[src/rtl/seven_stage_fetch_receive_pkg.sv]
// Shared definitions for the seven-stage core front end: the NOP encoding
// and default widths used by fetch-receive, decode and the stall unit.
package seven_stage_fetch_receive_pkg;

  localparam int DATA_WIDTH_DEF      = 32;
  localparam int ADDRESS_BITS_DEF    = 32;
  localparam int MAX_OUTSTANDING_DEF = 2;

  // addi x0, x0, 0
  localparam logic [31:0] NOP_INSTR = 32'h00000013;

  // Selects what the fetch-receive output register loads on the next edge.
  typedef enum logic [1:0] {
    SRC_KEEP = 2'd0,  // stalled: hold current contents
    SRC_IDLE = 2'd1,  // nothing available, or flushed: NOP / invalid
    SRC_HOLD = 2'd2,  // oldest buffered response
    SRC_RESP = 2'd3   // response arriving this cycle
  } out_src_e;

  // Occupancy counters need one extra bit so "full" is distinguishable from "empty".
  function automatic int count_bits(input int depth);
    return $clog2(depth) + 1;
  endfunction

endpackage

[src/rtl/fetch_receive_fifo.sv]
// Small synchronous FIFO used for the in-flight PC queue and the stalled
// response hold queue. With KILL_EN set, kill_all marks every stored entry
// dead by setting its MSB; an entry pushed on the same edge stays live.
module fetch_receive_fifo #(
  parameter int WIDTH   = 33,
  parameter int DEPTH   = 2,
  parameter bit KILL_EN = 1'b0
) (
  input  logic                     clock,
  input  logic                     reset,
  input  logic                     clear,
  input  logic                     kill_all,
  input  logic                     push,
  input  logic [WIDTH-1:0]         push_data,
  input  logic                     pop,
  output logic [WIDTH-1:0]         head_data,
  output logic [$clog2(DEPTH):0]   count,
  output logic                     empty,
  output logic                     full
);

  localparam int PW = $clog2(DEPTH);
  localparam int CW = PW + 1;

  logic [WIDTH-1:0] mem [DEPTH];
  logic [PW-1:0]    rd_ptr;
  logic [PW-1:0]    wr_ptr;
  logic             do_push;
  logic             do_pop;

  // A push into a full queue is only accepted when the head leaves on the same edge.
  always_comb begin
    empty     = (count == '0);
    full      = (count == CW'(DEPTH));
    do_pop    = pop && !empty;
    do_push   = push && (!full || do_pop);
    head_data = mem[rd_ptr];
  end

  // Storage, pointers and occupancy; pointers wrap naturally since DEPTH is a power of 2.
  always_ff @(posedge clock or negedge reset) begin
    if (!reset) begin
      rd_ptr <= '0;
      wr_ptr <= '0;
      count  <= '0;
      for (int i = 0; i < DEPTH; i++) mem[i] <= '0;
    end else if (clear) begin
      rd_ptr <= '0;
      wr_ptr <= '0;
      count  <= '0;
    end else begin
      if (KILL_EN && kill_all) begin
        for (int i = 0; i < DEPTH; i++) mem[i][WIDTH-1] <= 1'b1;
      end
      if (do_push) begin
        mem[wr_ptr] <= push_data;
        wr_ptr      <= wr_ptr + 1'b1;
      end
      if (do_pop) rd_ptr <= rd_ptr + 1'b1;
      case ({do_push, do_pop})
        2'b10:   count <= count + CW'(1);
        2'b01:   count <= count - CW'(1);
        default: count <= count;
      endcase
    end
  end

`ifndef SYNTHESIS
  // Simulation-only reporting of protocol violations by the producer/consumer.
  always @(posedge clock) begin
    if (reset && !clear) begin
      if (push && full && !pop)
        $display("ERROR %m @%0t: push while full with no pop", $time);
      if (pop && empty)
        $display("ERROR %m @%0t: pop while empty", $time);
    end
  end
`endif

endmodule

[src/rtl/seven_stage_fetch_receive.sv]
// Fetch-receive stage: matches in-order I-mem responses to their PCs, drops
// responses for flushed requests, buffers responses while decode is stalled,
// and reports issue/receive hazards to the stall unit.
module seven_stage_fetch_receive
  import seven_stage_fetch_receive_pkg::*;
#(
  parameter int                    CORE            = 0,
  parameter int                    DATA_WIDTH      = DATA_WIDTH_DEF,
  parameter int                    ADDRESS_BITS    = ADDRESS_BITS_DEF,
  parameter logic [DATA_WIDTH-1:0] NOP             = NOP_INSTR,
  parameter int                    MAX_OUTSTANDING = MAX_OUTSTANDING_DEF,
  parameter int                    SCAN_CYCLES_MIN = 0,
  parameter int                    SCAN_CYCLES_MAX = 1000
) (
  input  logic                    clock,
  input  logic                    reset,
  input  logic                    issue_valid,
  input  logic [ADDRESS_BITS-1:0] issue_PC,
  input  logic                    i_mem_valid,
  input  logic [DATA_WIDTH-1:0]   i_mem_data,
  input  logic                    stall_fetch_receive,
  input  logic                    flush_fetch_receive,
  output logic [DATA_WIDTH-1:0]   instruction,
  output logic [ADDRESS_BITS-1:0] inst_PC,
  output logic                    inst_valid,
  output logic                    i_mem_issue_hazard,
  output logic                    i_mem_recv_hazard,
  input  logic                    scan
);

  localparam int CW = count_bits(MAX_OUTSTANDING);
  localparam int PQ_W = ADDRESS_BITS + 1;
  localparam int HQ_W = DATA_WIDTH + ADDRESS_BITS;

  logic [PQ_W-1:0]         pc_head;
  logic [CW-1:0]           pc_count;
  logic                    pc_empty;
  logic                    pc_full;
  logic                    pc_head_killed;
  logic [ADDRESS_BITS-1:0] pc_head_addr;

  logic [HQ_W-1:0]         hold_head;
  logic [CW-1:0]           hold_count;
  logic                    hold_empty;
  logic                    hold_full;
  logic                    hold_push;
  logic                    hold_pop;

  logic                    resp_live;
  logic [CW:0]             credits_used;
  out_src_e                out_src;

  logic signed [31:0]      cycle_count;

  fetch_receive_fifo #(
    .WIDTH   (PQ_W),
    .DEPTH   (MAX_OUTSTANDING),
    .KILL_EN (1'b1)
  ) u_pc_queue (
    .clock     (clock),
    .reset     (reset),
    .clear     (1'b0),
    .kill_all  (flush_fetch_receive),
    .push      (issue_valid),
    .push_data ({1'b0, issue_PC}),
    .pop       (i_mem_valid),
    .head_data (pc_head),
    .count     (pc_count),
    .empty     (pc_empty),
    .full      (pc_full)
  );

  fetch_receive_fifo #(
    .WIDTH   (HQ_W),
    .DEPTH   (MAX_OUTSTANDING),
    .KILL_EN (1'b0)
  ) u_hold_queue (
    .clock     (clock),
    .reset     (reset),
    .clear     (flush_fetch_receive),
    .kill_all  (1'b0),
    .push      (hold_push),
    .push_data ({i_mem_data, pc_head_addr}),
    .pop       (hold_pop),
    .head_data (hold_head),
    .count     (hold_count),
    .empty     (hold_empty),
    .full      (hold_full)
  );

  // Response classification, hold-queue routing, hazards and output source select.
  always_comb begin
    pc_head_killed = pc_head[ADDRESS_BITS];
    pc_head_addr   = pc_head[ADDRESS_BITS-1:0];

    // A response popped in the flush cycle belongs to the old path and is dropped.
    resp_live = i_mem_valid && !pc_empty && !pc_head_killed && !flush_fetch_receive;

    // Once anything is buffered, later responses must queue behind it to keep order.
    hold_push = resp_live && (stall_fetch_receive || !hold_empty);
    hold_pop  = !flush_fetch_receive && !stall_fetch_receive && !hold_empty;

    credits_used       = {1'b0, pc_count} + {1'b0, hold_count};
    i_mem_issue_hazard = (credits_used >= (CW+1)'(MAX_OUTSTANDING));
    i_mem_recv_hazard  = !pc_empty && !pc_head_killed && !i_mem_valid && hold_empty;

    out_src = SRC_IDLE;
    if (flush_fetch_receive)      out_src = SRC_IDLE;
    else if (stall_fetch_receive) out_src = SRC_KEEP;
    else if (!hold_empty)         out_src = SRC_HOLD;
    else if (resp_live)           out_src = SRC_RESP;
  end

  // Output register to decode.
  always_ff @(posedge clock or negedge reset) begin
    if (!reset) begin
      instruction <= NOP;
      inst_PC     <= '0;
      inst_valid  <= 1'b0;
    end else begin
      case (out_src)
        SRC_KEEP: ;
        SRC_HOLD: begin
          instruction <= hold_head[HQ_W-1:ADDRESS_BITS];
          inst_PC     <= hold_head[ADDRESS_BITS-1:0];
          inst_valid  <= 1'b1;
        end
        SRC_RESP: begin
          instruction <= i_mem_data;
          inst_PC     <= pc_head_addr;
          inst_valid  <= 1'b1;
        end
        default: begin
          instruction <= NOP;
          inst_PC     <= '0;
          inst_valid  <= 1'b0;
        end
      endcase
    end
  end

  // Free-running cycle counter for the debug scan window.
  always_ff @(posedge clock or negedge reset) begin
    if (!reset) cycle_count <= '0;
    else        cycle_count <= cycle_count + 32'sd1;
  end

`ifndef SYNTHESIS
  // Debug trace of the stage outputs and queue occupancy inside the scan window.
  always @(posedge clock) begin
    if (reset && scan && (cycle_count >= SCAN_CYCLES_MIN) && (cycle_count <= SCAN_CYCLES_MAX)) begin
      $display("[core %0d fetch_receive cyc %0d] inst=%h pc=%h valid=%b issue_hz=%b recv_hz=%b pcq=%0d%s holdq=%0d%s",
               CORE, cycle_count, instruction, inst_PC, inst_valid,
               i_mem_issue_hazard, i_mem_recv_hazard,
               pc_count, pc_full ? "(full)" : "", hold_count, hold_full ? "(full)" : "");
    end
  end
`endif

endmodule

[config.mk]
export PLATFORM = sky130hd
export DESIGN_NAME = seven_stage_fetch_receive
export DESIGN_NICKNAME = d
export VERILOG_FILES = /design/src/rtl/seven_stage_fetch_receive_pkg.sv /design/src/rtl/fetch_receive_fifo.sv /design/src/rtl/seven_stage_fetch_receive.sv
export SDC_FILE = /design/constraint.sdc
export NUM_CORES = 1
export LEC_CHECK = 0
export CAP_MARGIN = 40
export CORE_ASPECT_RATIO = 0.5
export CORE_MARGIN = 1
export CORE_UTILIZATION = 40
export DETAILED_ROUTE_END_ITERATION = 8
export GPL_TIMING_DRIVEN = 0
export MAX_ROUTING_LAYER = met4
export SYNTH_ARGS = -nofsm -noshare
export SYNTH_HDL_FRONTEND = slang
export SYNTH_HIERARCHICAL = 1
export SYNTH_SLANG_ARGS = --single-unit
[constraint.sdc]
create_clock -name clock -period 3.35 [get_ports clock]
set_input_delay 0.5025 -clock clock [delete_from_list [all_inputs] [get_ports clock]]
set_output_delay 0.5025 -clock clock [all_outputs]
set_load 0.01 [all_outputs]
==> metrics <==
dpl hpwl about 18 mm; R2R depth 8; final setup fails 0; worst stage delay on the critical path between 400 and 500 ps; first-pass GRT wire length around 45 mm; pwr dens between 500 and 600 mW/mm^2; critical path capture point u_hold_queue/mem[11]; port buffer count roughly 140; critical path fanouts, max 10; worst-skew pair later-pin latency ~540 ps; status finished clean; area of the multi-input gates between 0.005 and 0.006 sq mm; Synth Area per Inst around 15 sq um; CTS Buf Count 26; Synth Cell Area 0.0121 sq mm; largest net degree at the start of global routing 112; DRT iter0 DRCs 297; CTS Root Cell clkbuf_16; CTS tree built; WP data arrival 3510 ps; CTS max path bufs 3; number of cell rows 44; Horiz. Die Dim 248 microns; CP max stage cell dfrtp_2; R2R Path Start u_pc_queue/rd_ptr; drt first pass iters 4; critical path depth 8; final core utilization between 50% and 60%; Routability Congestion about 0.76; Worst-Margin Slew around 750 ps; via/cell ratio 5.15; Reg2Reg Setup Slack approximately 270 ps; worst clock skew about 15 ps; number of H-tree levels 1; Starting Density between 40% and 50%; worst path required time around 3800 ps; via count 7129; area grow syn2layout 23.8%; n_diodes 0; Core ar. 0.0294 sq mm; total track usage 18.7%; vias in the first global route between 7k and 8k; DP Area ~0.014 sq mm; CP Capture Type register; postcts setup bufs 0; Setup CP Type register to register; Cells after Synth around 800; final worst path period need roughly 3100 ps; non-filler instance count after layout 1384; initial antenna violation count 0; clock sink total 267; Hold Path Class input pin to register; hold slack between 400 and 500 ps; final hold vios 0; GRT overflow 0; Rel. slew slack between 40 and 50%; Synth warnings 6; I/O pins 138; crit start category register; origin of the worst setup path u_pc_queue/rd_ptr; CTS clk-pin slew, worst paths around 70 ps; unrepaired setup endpoints after global routing false; worst path bufs/invs 2; Crit path max-delay family simple AND/OR/NAND/NOR gates; Die Y about 130 microns; f_max 324 MHz; crit share post-route roughly 90%; Cell Count Post-Placement roughly 1.3k; remaining antenna violation count 0; Sequential Area about 0.0067 sq mm; CP cell instances mux2_2 > or3b_4 > nor3_4 > nand2_1 > nor3_4 > buf_4 > buf_2 > mux2_2; Routed wire per std cell between 20 and 25 microns; worst r2r dst u_hold_queue/mem[11]; WL final ~28 mm; max cap viols 0; layout cell share with drive strength beyond 1 39.4%; die area approximately 0.031 sq mm; design area ~0.015 sq mm; P_leak around 7.6 nW; Final Slew Violations 0; Final Power 8.00 mW; drt drc 0; worst vdd ir between 0.3 and 0.4 mV; Final nets around 1.0k; FILL cells between 2k and 2.5k
-- where the power goes --
part	switching [mW]	leakage (nW)	total, mW	internal [mW]
combinational	0.407	3.57	1.10	0.692
clock	1.27	0.451	3.14	1.87
sequential	0.182	3.54	3.76	3.58
total	1.86	7.56	8.00	6.14
-- state kept, by name, indices dropped and copies added (netlist names), 2 cells and up --
| name | flops |
|---|---|
| u_pc_queue/mem | 66 |
| u_hold_queue/count | 2 |
| instruction | 32 |
| u_pc_queue/count | 2 |
| u_hold_queue/mem | 128 |
| inst_PC | 32 |
-- per-stage QoR --
| step | worst slack, ps | setup TNS [ps] |
|---|---|---|
| 2_1_floorplan | 393 | 0 |
| 3_3_place_gp | -9710 | -2637520 |
| 3_5_place_dp | -564 | -47990 |
| 4_1_cts | 45.4 | 0 |
| 5_1_grt | 21.9 | 0 |
| 6_report | 266 | 0 |
-- layout make-up --
type | count | share of cell area (%)
Timing Repair Buffer | 140 | 9.58
Multi-Input combinational cell | 484 | 33.6
Buffer | 51 | 2.85
Sequential cell | 267 | 44.5
Tap cell | 391 | 3.25
Clock inverter | 13 | 1.21
Inverter | 5 | 0.125
Clock buffer | 33 | 4.91
-- cell usage in the layout, fill, tap and decap left out, drive strengths merged, types with 5 or more instances in the layout --
cell           count
a21o              61
a21oi              8
a22o              61
buf               39
clkbuf            49
clkdlybuf4s50    134
clkinv             7
conb               8
dfrtp            264
inv                5
mux2             291
nand2b             8
nor2               5
nor2b              6
-- how the worst min path moves through the flow --
stage	slack (ps)	cells after the start	end	from
after floorplan	210	0	inst_PC[0]	reset
after global placement	480	1	u_hold_queue/mem[96]	u_hold_queue/mem[96]
after detailed placement	490	1	u_pc_queue/mem[63]	u_pc_queue/mem[63]
after CTS	500	1	u_hold_queue/mem[92]	u_hold_queue/mem[92]
after global routing	470	2	u_hold_queue/rd_ptr	flush_fetch_receive
final	460	2	u_hold_queue/rd_ptr	flush_fetch_receive
-- layer usage --
metal	track usage [%]	wire [microns]	vias to the layer above
met5	-	0	-
met4	3.54	424	0
met3	2.67	745	32
met2	30.0	13000	82
met1	25.6	13500	3734
li1	-	-	3281
-- timing repair --
item,4_1_cts,5_1_grt
gates resized for setup,2,4
endpoints found under the hold margin,71,0
pin swaps,1,0
endpoints found under the setup margin,112,53
cloned,0,0
hold buffers,1,0
(Power assumes the default switching activity.)
